File: src/rtl/id_scoreboard_rf.sv
// ID-stage register file with a per-register load-latency scoreboard.
// Raises Stall while a source operand waits on an in-flight load.
module id_scoreboard_rf #(
  parameter int XLEN     = 32,
  parameter int NREG     = 32,
  parameter int LOAD_LAT = 1,
  parameter int STATW    = 16,
  localparam int AW      = $clog2(NREG),
  localparam int CW      = $clog2(LOAD_LAT + 1)
) (
  input  logic             clk,
  input  logic             rst_n,
  input  logic [AW-1:0]    rs1Addr,
  input  logic [AW-1:0]    rs2Addr,
  input  logic             uses_rs1,
  input  logic             uses_rs2,
  output logic [XLEN-1:0]  rs1Data,
  output logic [XLEN-1:0]  rs2Data,
  input  logic             RegWrite_wb,
  input  logic [AW-1:0]    rdAddr_wb,
  input  logic [XLEN-1:0]  RegWriteData_wb,
  input  logic             issue_valid,
  input  logic             issue_load,
  input  logic [AW-1:0]    issue_rd,
  input  logic             flush,
  output logic             Stall,
  output logic             IFWrite,
  output logic [STATW-1:0] stall_cycles
);

  logic [XLEN-1:0]  r_rf  [NREG];
  logic [CW-1:0]    r_cnt [NREG];
  logic [STATW-1:0] r_stat;

  logic w_we;
  logic w_busy1;
  logic w_busy2;
  logic w_stall;
  logic w_set;

  assign w_we = RegWrite_wb & (rdAddr_wb != '0);

  always_ff @(posedge clk or negedge rst_n) begin
    if (!rst_n) begin
      for (int i = 0; i < NREG; i++) r_rf[i] <= '0;
    end else if (w_we) begin
      r_rf[rdAddr_wb] <= RegWriteData_wb;
    end
  end

  // write-back in the same cycle is forwarded to the reader
  always_comb begin
    rs1Data = r_rf[rs1Addr];
    rs2Data = r_rf[rs2Addr];
    if (w_we && rdAddr_wb == rs1Addr) rs1Data = RegWriteData_wb;
    if (w_we && rdAddr_wb == rs2Addr) rs2Data = RegWriteData_wb;
    if (rs1Addr == '0) rs1Data = '0;
    if (rs2Addr == '0) rs2Data = '0;
  end

  assign w_busy1 = uses_rs1 & (rs1Addr != '0) & (r_cnt[rs1Addr] != '0);
  assign w_busy2 = uses_rs2 & (rs2Addr != '0) & (r_cnt[rs2Addr] != '0);
  assign w_stall = issue_valid & ~flush & (w_busy1 | w_busy2);

  assign Stall   = w_stall;
  assign IFWrite = ~w_stall;

  assign w_set = issue_valid & ~w_stall & ~flush
               & issue_load & (issue_rd != '0);

  always_ff @(posedge clk or negedge rst_n) begin
    if (!rst_n) begin
      for (int i = 0; i < NREG; i++) r_cnt[i] <= '0;
    end else if (flush) begin
      for (int i = 0; i < NREG; i++) r_cnt[i] <= '0;
    end else begin
      for (int i = 0; i < NREG; i++) begin
        if (w_set && issue_rd == AW'(i))
          r_cnt[i] <= CW'(LOAD_LAT);
        else if (r_cnt[i] != '0)
          r_cnt[i] <= r_cnt[i] - CW'(1);
      end
    end
  end

  always_ff @(posedge clk or negedge rst_n) begin
    if (!rst_n)
      r_stat <= '0;
    else if (w_stall && r_stat != '1)
      r_stat <= r_stat + STATW'(1);
  end

  assign stall_cycles = r_stat;

endmodule
File: config.mk
export PLATFORM = sky130hd
export DESIGN_NAME = id_scoreboard_rf
export DESIGN_NICKNAME = d
export VERILOG_FILES = /design/src/rtl/id_scoreboard_rf.sv
export SDC_FILE = /design/constraint.sdc
export NUM_CORES = 2
export LEC_CHECK = 0
export BUFFER_PORTS_ARGS = -buffer_cell sky130_fd_sc_hd__buf_2
export CAP_MARGIN = 20
export CORE_MARGIN = 5
export CORE_UTILIZATION = 45
export DETAILED_ROUTE_END_ITERATION = 8
export GPL_ROUTABILITY_DRIVEN = 0
export PLACE_DENSITY = 0.69
export SLEW_MARGIN = 20
export SYNTH_ARGS = -nofsm -noshare
export SYNTH_HDL_FRONTEND = slang
export SYNTH_SLANG_ARGS = --single-unit
File: constraint.sdc
create_clock -name clk -period 2.3 [get_ports clk]
set_input_delay 0.115 -clock clk [delete_from_list [all_inputs] [get_ports clk]]
set_output_delay 0.115 -clock clk [all_outputs]
set_load 0.01 [all_outputs]
**Word level (Yosys, flattened, before mapping)**

Cells that the tools add are included.

- Bits in registers: 1072
- Input port bits: 60
- Output and inout bits: 82

- Add/subtract/negate cells: 33
- Order comparisons: 4
- Equal/unequal tests: 34
- Muxes and demuxes: 84
- Bitwise logic cells: 17
- Reductions and logical operators: 43

Operator list:

| operator | number |
|---|---|
| $bwmux W1024 | 1 |
| $bmux W32 S5 | 2 |
| $mux W32 | 10 |
| $demux W32 S5 | 1 |
| $eq A5 B5 Y1 const B | 16 |
| $mux W1 | 68 |
| $eq A5 B4 Y1 const B | 8 |
| $logic_and A1 B1 Y1 | 36 |
| $sub A1 B1 Y1 const B | 32 |
| $eq A5 B3 Y1 const B | 4 |
| $reduce_bool A5 Y1 | 4 |
| $ge A6 B6 Y1 const B | 3 |
| $not A5 Y6 | 3 |
| $add A16 B1 Y16 const B | 1 |
| $ne A16 B16 Y1 const B | 1 |
| $logic_not A5 Y1 | 3 |
| $and A1 B1 Y1 | 11 |
| $bmux W1 S5 | 2 |
| $eq A5 B2 Y1 const B | 2 |
| $eq A5 B5 Y1 | 2 |
| $lt A6 B1 Y1 const B | 1 |
| $eq A5 B1 Y1 const B | 1 |
| $not A1 Y1 | 2 |
| $or A1 B1 Y1 | 1 |

**Depth between registers and ports, before layout**

- Depth after elaboration: 15
- Mapped depth: 10

**Least setup slack after synthesis**

No wires, ideal clock.

- Kind: register to register
- From: reg r_cnt[28] in the netlist's numbering
- To: reg r_cnt[17] in the netlist's numbering
- Setup time: 0.071 ns
- Data arrival time: 2.187 ns
- Required time: 2.229 ns
- Path slack: 0.042 ns
- Stages on the path, launching flop included: 9
- Clock period less this slack: 2.258 ns
- Cells stage by stage: dfrtp_1 mux4_2 nor2b_1 a2111oi_2 a311oi_1 a32o_2 or3b_1 buf_6 nor2_2

- Cells in the longest elaborated chain, start to end: 14
- Elaborated cells on any way between the ends: 18

Ends and longest elaborated chain:

| element | line | text |
|---|---|---|
| start: declaration | 32 | `logic [CW-1:0] r_cnt [NREG];` |
| start signal: indexed assignment | 79 | `r_cnt[i] <= CW'(LOAD_LAT);` |
| start signal: indexed assignment | 81 | `r_cnt[i] <= r_cnt[i] - CW'(1);` |
| $bmux W1 S5 (on tied branches) | 61, 62 |  |
| $mux W1 (on tied branches) (2 in series) | 61, 62 |  |
| $and A1 B1 Y1 (on tied branches) | 61, 62 |  |
| $or A1 B1 Y1 (*) | 63 | `assign w_stall = issue_valid & ~flush & (w_busy1 \| w_busy2);` |
| $and A1 B1 Y1 (*) | 63 |  |
| $not A1 Y1 (*) | 68 | `assign w_set = issue_valid & ~w_stall & ~flush` |
| $and A1 B1 Y1 (*) (2 in series) | 68 |  |
| $and A1 B1 Y1 (*) (2 in series) | 69 | `& issue_load & (issue_rd != '0);` |
| $logic_and A1 B1 Y1 (*) | 78 | `if (w_set && issue_rd == AW'(i))` |
| $mux W1 (*) | 78 |  |
| $mux W32 (*) | 74 | `end else if (flush) begin` |

Mark *: on every way between the ends. The rest lies on a longest branch, timed or not. The select of a mux whose other input is x is not followed.
A chain may end at the register's enable or synchronous reset.

**Worst setup path in the final report**

- From: reg r_rf[533] in the netlist's numbering
- To: out rs1Data[21]

- Cells in the longest elaborated chain, start to end: 5

Ends and longest elaborated chain:

| element | line | text |
|---|---|---|
| start: declaration | 31 | `logic [XLEN-1:0] r_rf [NREG];` |
| start signal: indexed assignment | 47 | `r_rf[rdAddr_wb] <= RegWriteData_wb;` |
| $bmux W32 S5 | 53 | `rs1Data = r_rf[rs1Addr];` |
| $mux W32 (implied by the code) (2 in series) | 53 |  |
| $mux W32 | 55 | `if (w_we && rdAddr_wb == rs1Addr) rs1Data = RegWriteData_wb;` |
| $mux W32 | 57 | `if (rs1Addr == '0) rs1Data = '0;` |
| end: declaration | 17 | `output logic [XLEN-1:0] rs1Data,` |

No other way between the ends. The select of a mux whose other input is x is not followed.

==> flow_summary.toml <==
[synth]
synthDistinctLibCells = 49
yosysSeqAreaShare_pct = 46.7
syn_area_sq_um = 57500
synth_fa_ha_area_share_pct = 0.0218
async_flop_share_pct = 100
synth_compound_area_share_pct = 1.96
synth_edf_count = 0
synth-main-ff-cell = "dfrtp_1"
synth-warning-count = 0
synthXorXnorAreaFrac_pct = 0.350
synth_seq_cells = 1072
yosys.area_share.simple_pct = 2.25
synth_top_family_by_area = "multiplexers"
synth.area.mux_share_pct = 45.5
postSynthCellCount = 3667
syn_area_per_cell_sq_um = 15.7
syn_nets = 3728

[global_route]
grt_antenna_before_repair = 9
first_global_vias = 38100
grtUsageTotal_pct = 25.4
grt_overflow = 0
grt_pass1_wl_microns = 258000
grt_max_degree = 104

[route]
wl_microns = 171000
vias = 36400
routedWlPerCell_microns = 30.2
vias_per_cell = 6.42
drc = 0
final_antenna_net_count = 0
first_pass_iters = 5
drt_iter0_drc = 3236

[sta]
finalCritPeriodShare_pct = 123
tightest_slew_ns = 1.07
finalHoldViolations = 0
max_freq_mhz = 353
relSlewSlack_pct = 28.4
setup_violations = 99
finalMaxSlewViolations = 0
worst_clock_skew_ns = 0.0115
whs_ns = 0.0395
fin_crit_ns = 2.84
fin_ws_ns = -0.536
rsz0062_at_grt = "true"
setup_tns_ns = -35.77

[worst_setup_path]
crit_arrival_ns = 2.72
critPathSlowestCell = "mux4_2"
end_kind = "primary output"
critPathRequiredTime_ns = 2.18
cp_common_cell = "mux4_2"
cpPeakStageDelay_ns = 0.50
crit_chain = "mux4_2 -> mux4_2 -> a21oi_2 -> a211oi_2 -> buf_4 -> buf_6"
setup.worst_path.class = "reg -> out"
path_max_fanout = 3
reg2reg_slack_ns = -0.38
crit_path_start_kind = "flip-flop"

[placement]
port_buffers = 141
dpl.hpwl_microns = 106000
placedCellCount = 5414

[floorplan]
die_y_microns = 367
initial_core_util_pct = 45.2
die_width_microns = 367
rows = 131
coreArea_sq_um = 127000
die-area_sq_um = 135000
io-pin-count = 142

[run_status]
violations = "negative setup slack"
status = "finished, violations left"

[cts]
cts_inserted_buffers = 111
clock-sinks = 1072
clockBufferDepth = 3
clockRootBuffer = "clkbuf_16"
h-tree-depth = 3
cts_tree = "done"
path_clk_slew_ns = 0.06
insertion_delay_ns = 0.71

[run]
maxCapViolCount = 0

[pwr]
power_uw = 56900
ir_worst_vdd_uv = 663
p_per_area_nw_per_um2 = 833
p_leak_uw = 0.0296

[cells_and_area]
layout.cells.non_filler = 5666
fin_util_pct = 53.7
fin_nets = 3969
drive_gt1_share_pct = 62.0
synthToLayoutAreaGrowth_pct = 18.8

[min_path]
min_path_type = "in -> reg"
## synth_stat cells, types with 8 or more instances
cell      instances  area, sq um
and2_1            8         50.1
mux2i_1         125         1250
buf_1            56          210
a211oi_1        116          871
nand3_1          16         80.1
nand2_1          32          120
nor2_1          104          390
dfrtp_1        1072        26800
xnor2_1          17          149
a21oi_1          34          170
mux4_2          606        13600
nand4_1          10         62.6
and3_1            9         56.3
buf_4            42          315
clkbuf_1        259          972
nor2_2            8         50.1
buf_2            61          305
nor2b_1          38          238
mux2_2          992        11200
## flip-flops by register name, indices dropped and copies added (netlist names)
register	count
r_cnt	32
stall_cycles	16
r_rf	1024
## cell families (layout without fill, tap and decap cells)
family | after synthesis | after routing
buffers and inverters | 427 | 758
AOI/OAI and AO/OA | 159 | 159
DFF | 1072 | 1072
muxes | 1728 | 1728
adders and majority gates | 1 | 1
other | 1 | 7
xor gates and xnor gates | 23 | 23
and+or+nand+nor | 256 | 256
## routing by layer
layer / vias up / global-route usage [%] / wire, microns
li1: 14800 / - / -
met1: 19900 / 36.4 / 72400
met2: 1404 / 40.0 / 80800
met3: 301 / 4.64 / 12600
met4: 0 / 7.85 / 5530
met5: - / 0 / 0
## final timing paths
check / from / endpoint / cells after the start
min in group asynchronous: rst_n / r_rf[772] / 3
max reg2reg: r_cnt[16] / r_cnt[3] / 12
min reg2reg: r_rf[1014] / r_rf[1014] / 0
min: issue_valid / stall_cycles[12] / 4
max: r_rf[533] / rs1Data[21] / 6
max in group asynchronous: rst_n / r_rf[970] / 3
## per-stage QoR
stage | setup WS [ns] | area [sq um]
floorplan | 0.0425 | 57500
global placement | -0.535 | 63200
detailed placement | -0.492 | 63200
CTS | -0.569 | 68100
global route | -0.589 | 68300
finish | -0.536 | 68300
## layout by cell type, fill, tap and decap left out, types with 8 or more instances in the layout
master         Yosys  final
clkinv_2           0     29
mux2i_2            0     18
nor2b_1           38     37
mux4_2           606    607
nor2_2             8     15
a211oi_4           0      9
clkbuf_8           0     25
buf_4             42    244
a21oi_1           34     18
dlygate4sd3_1      0     19
bufinv_16          0     15
and3_1             9      9
xnor2_1           17     17
nor2_1           104     78
mux2_2           992    992
a211oi_1         116     71
a21oi_2            0     10
buf_6              6     27
buf_12             0    136
clkbuf_1         259     14
buf_2             61    118
nand2_4            0     14
dfrtp_1         1072   1072
mux2i_4            0      8
nand2_1           32     15
a211oi_2           0     36
nand4_1           10     10
mux2i_1          125     99
nor2_4             0     19
clkbuf_16          0    115
nand3_1           16     14
## where the power goes
group | internal (uW) | leakage [uW] | switching (uW) | total (uW)
registers | 22300 | 0.0138 | 2590 | 24900
logic | 7950 | 0.0139 | 4710 | 12700
clock network | 11500 | 0.00195 | 7780 | 19300
## worst max-delay path: cells and delay by family, from the launching register on
kind	cells	cell delay [ns]
AOI/OAI and AO/OA	2	0.26
muxes	2	0.99
DFF	1	0.39
buffers and inverters	2	0.35
## area by class of cell
class / count / area [sq um]
Multi-Input combinational cell: 2168 / 29700
Fill cell: 10200 / 58900
Clock buffer: 152 / 3250
Inverter: 3 / 11.3
Sequential cell: 1072 / 26800
Antenna cell: 6 / 15.0
Tap cell: 1662 / 2080
Clock inverter: 51 / 656
Timing Repair Buffer: 552 / 5760
## what timing repair did
item	in CTS	in global routing
hold buffers	19	0
gates cloned	0	0
resized for setup	136	45
setup buffers	35	7
endpoints found under the setup margin	102	110
pin swaps	66	36
hold endpoints to repair	889	0
Power figures use the tool's default switching activity.
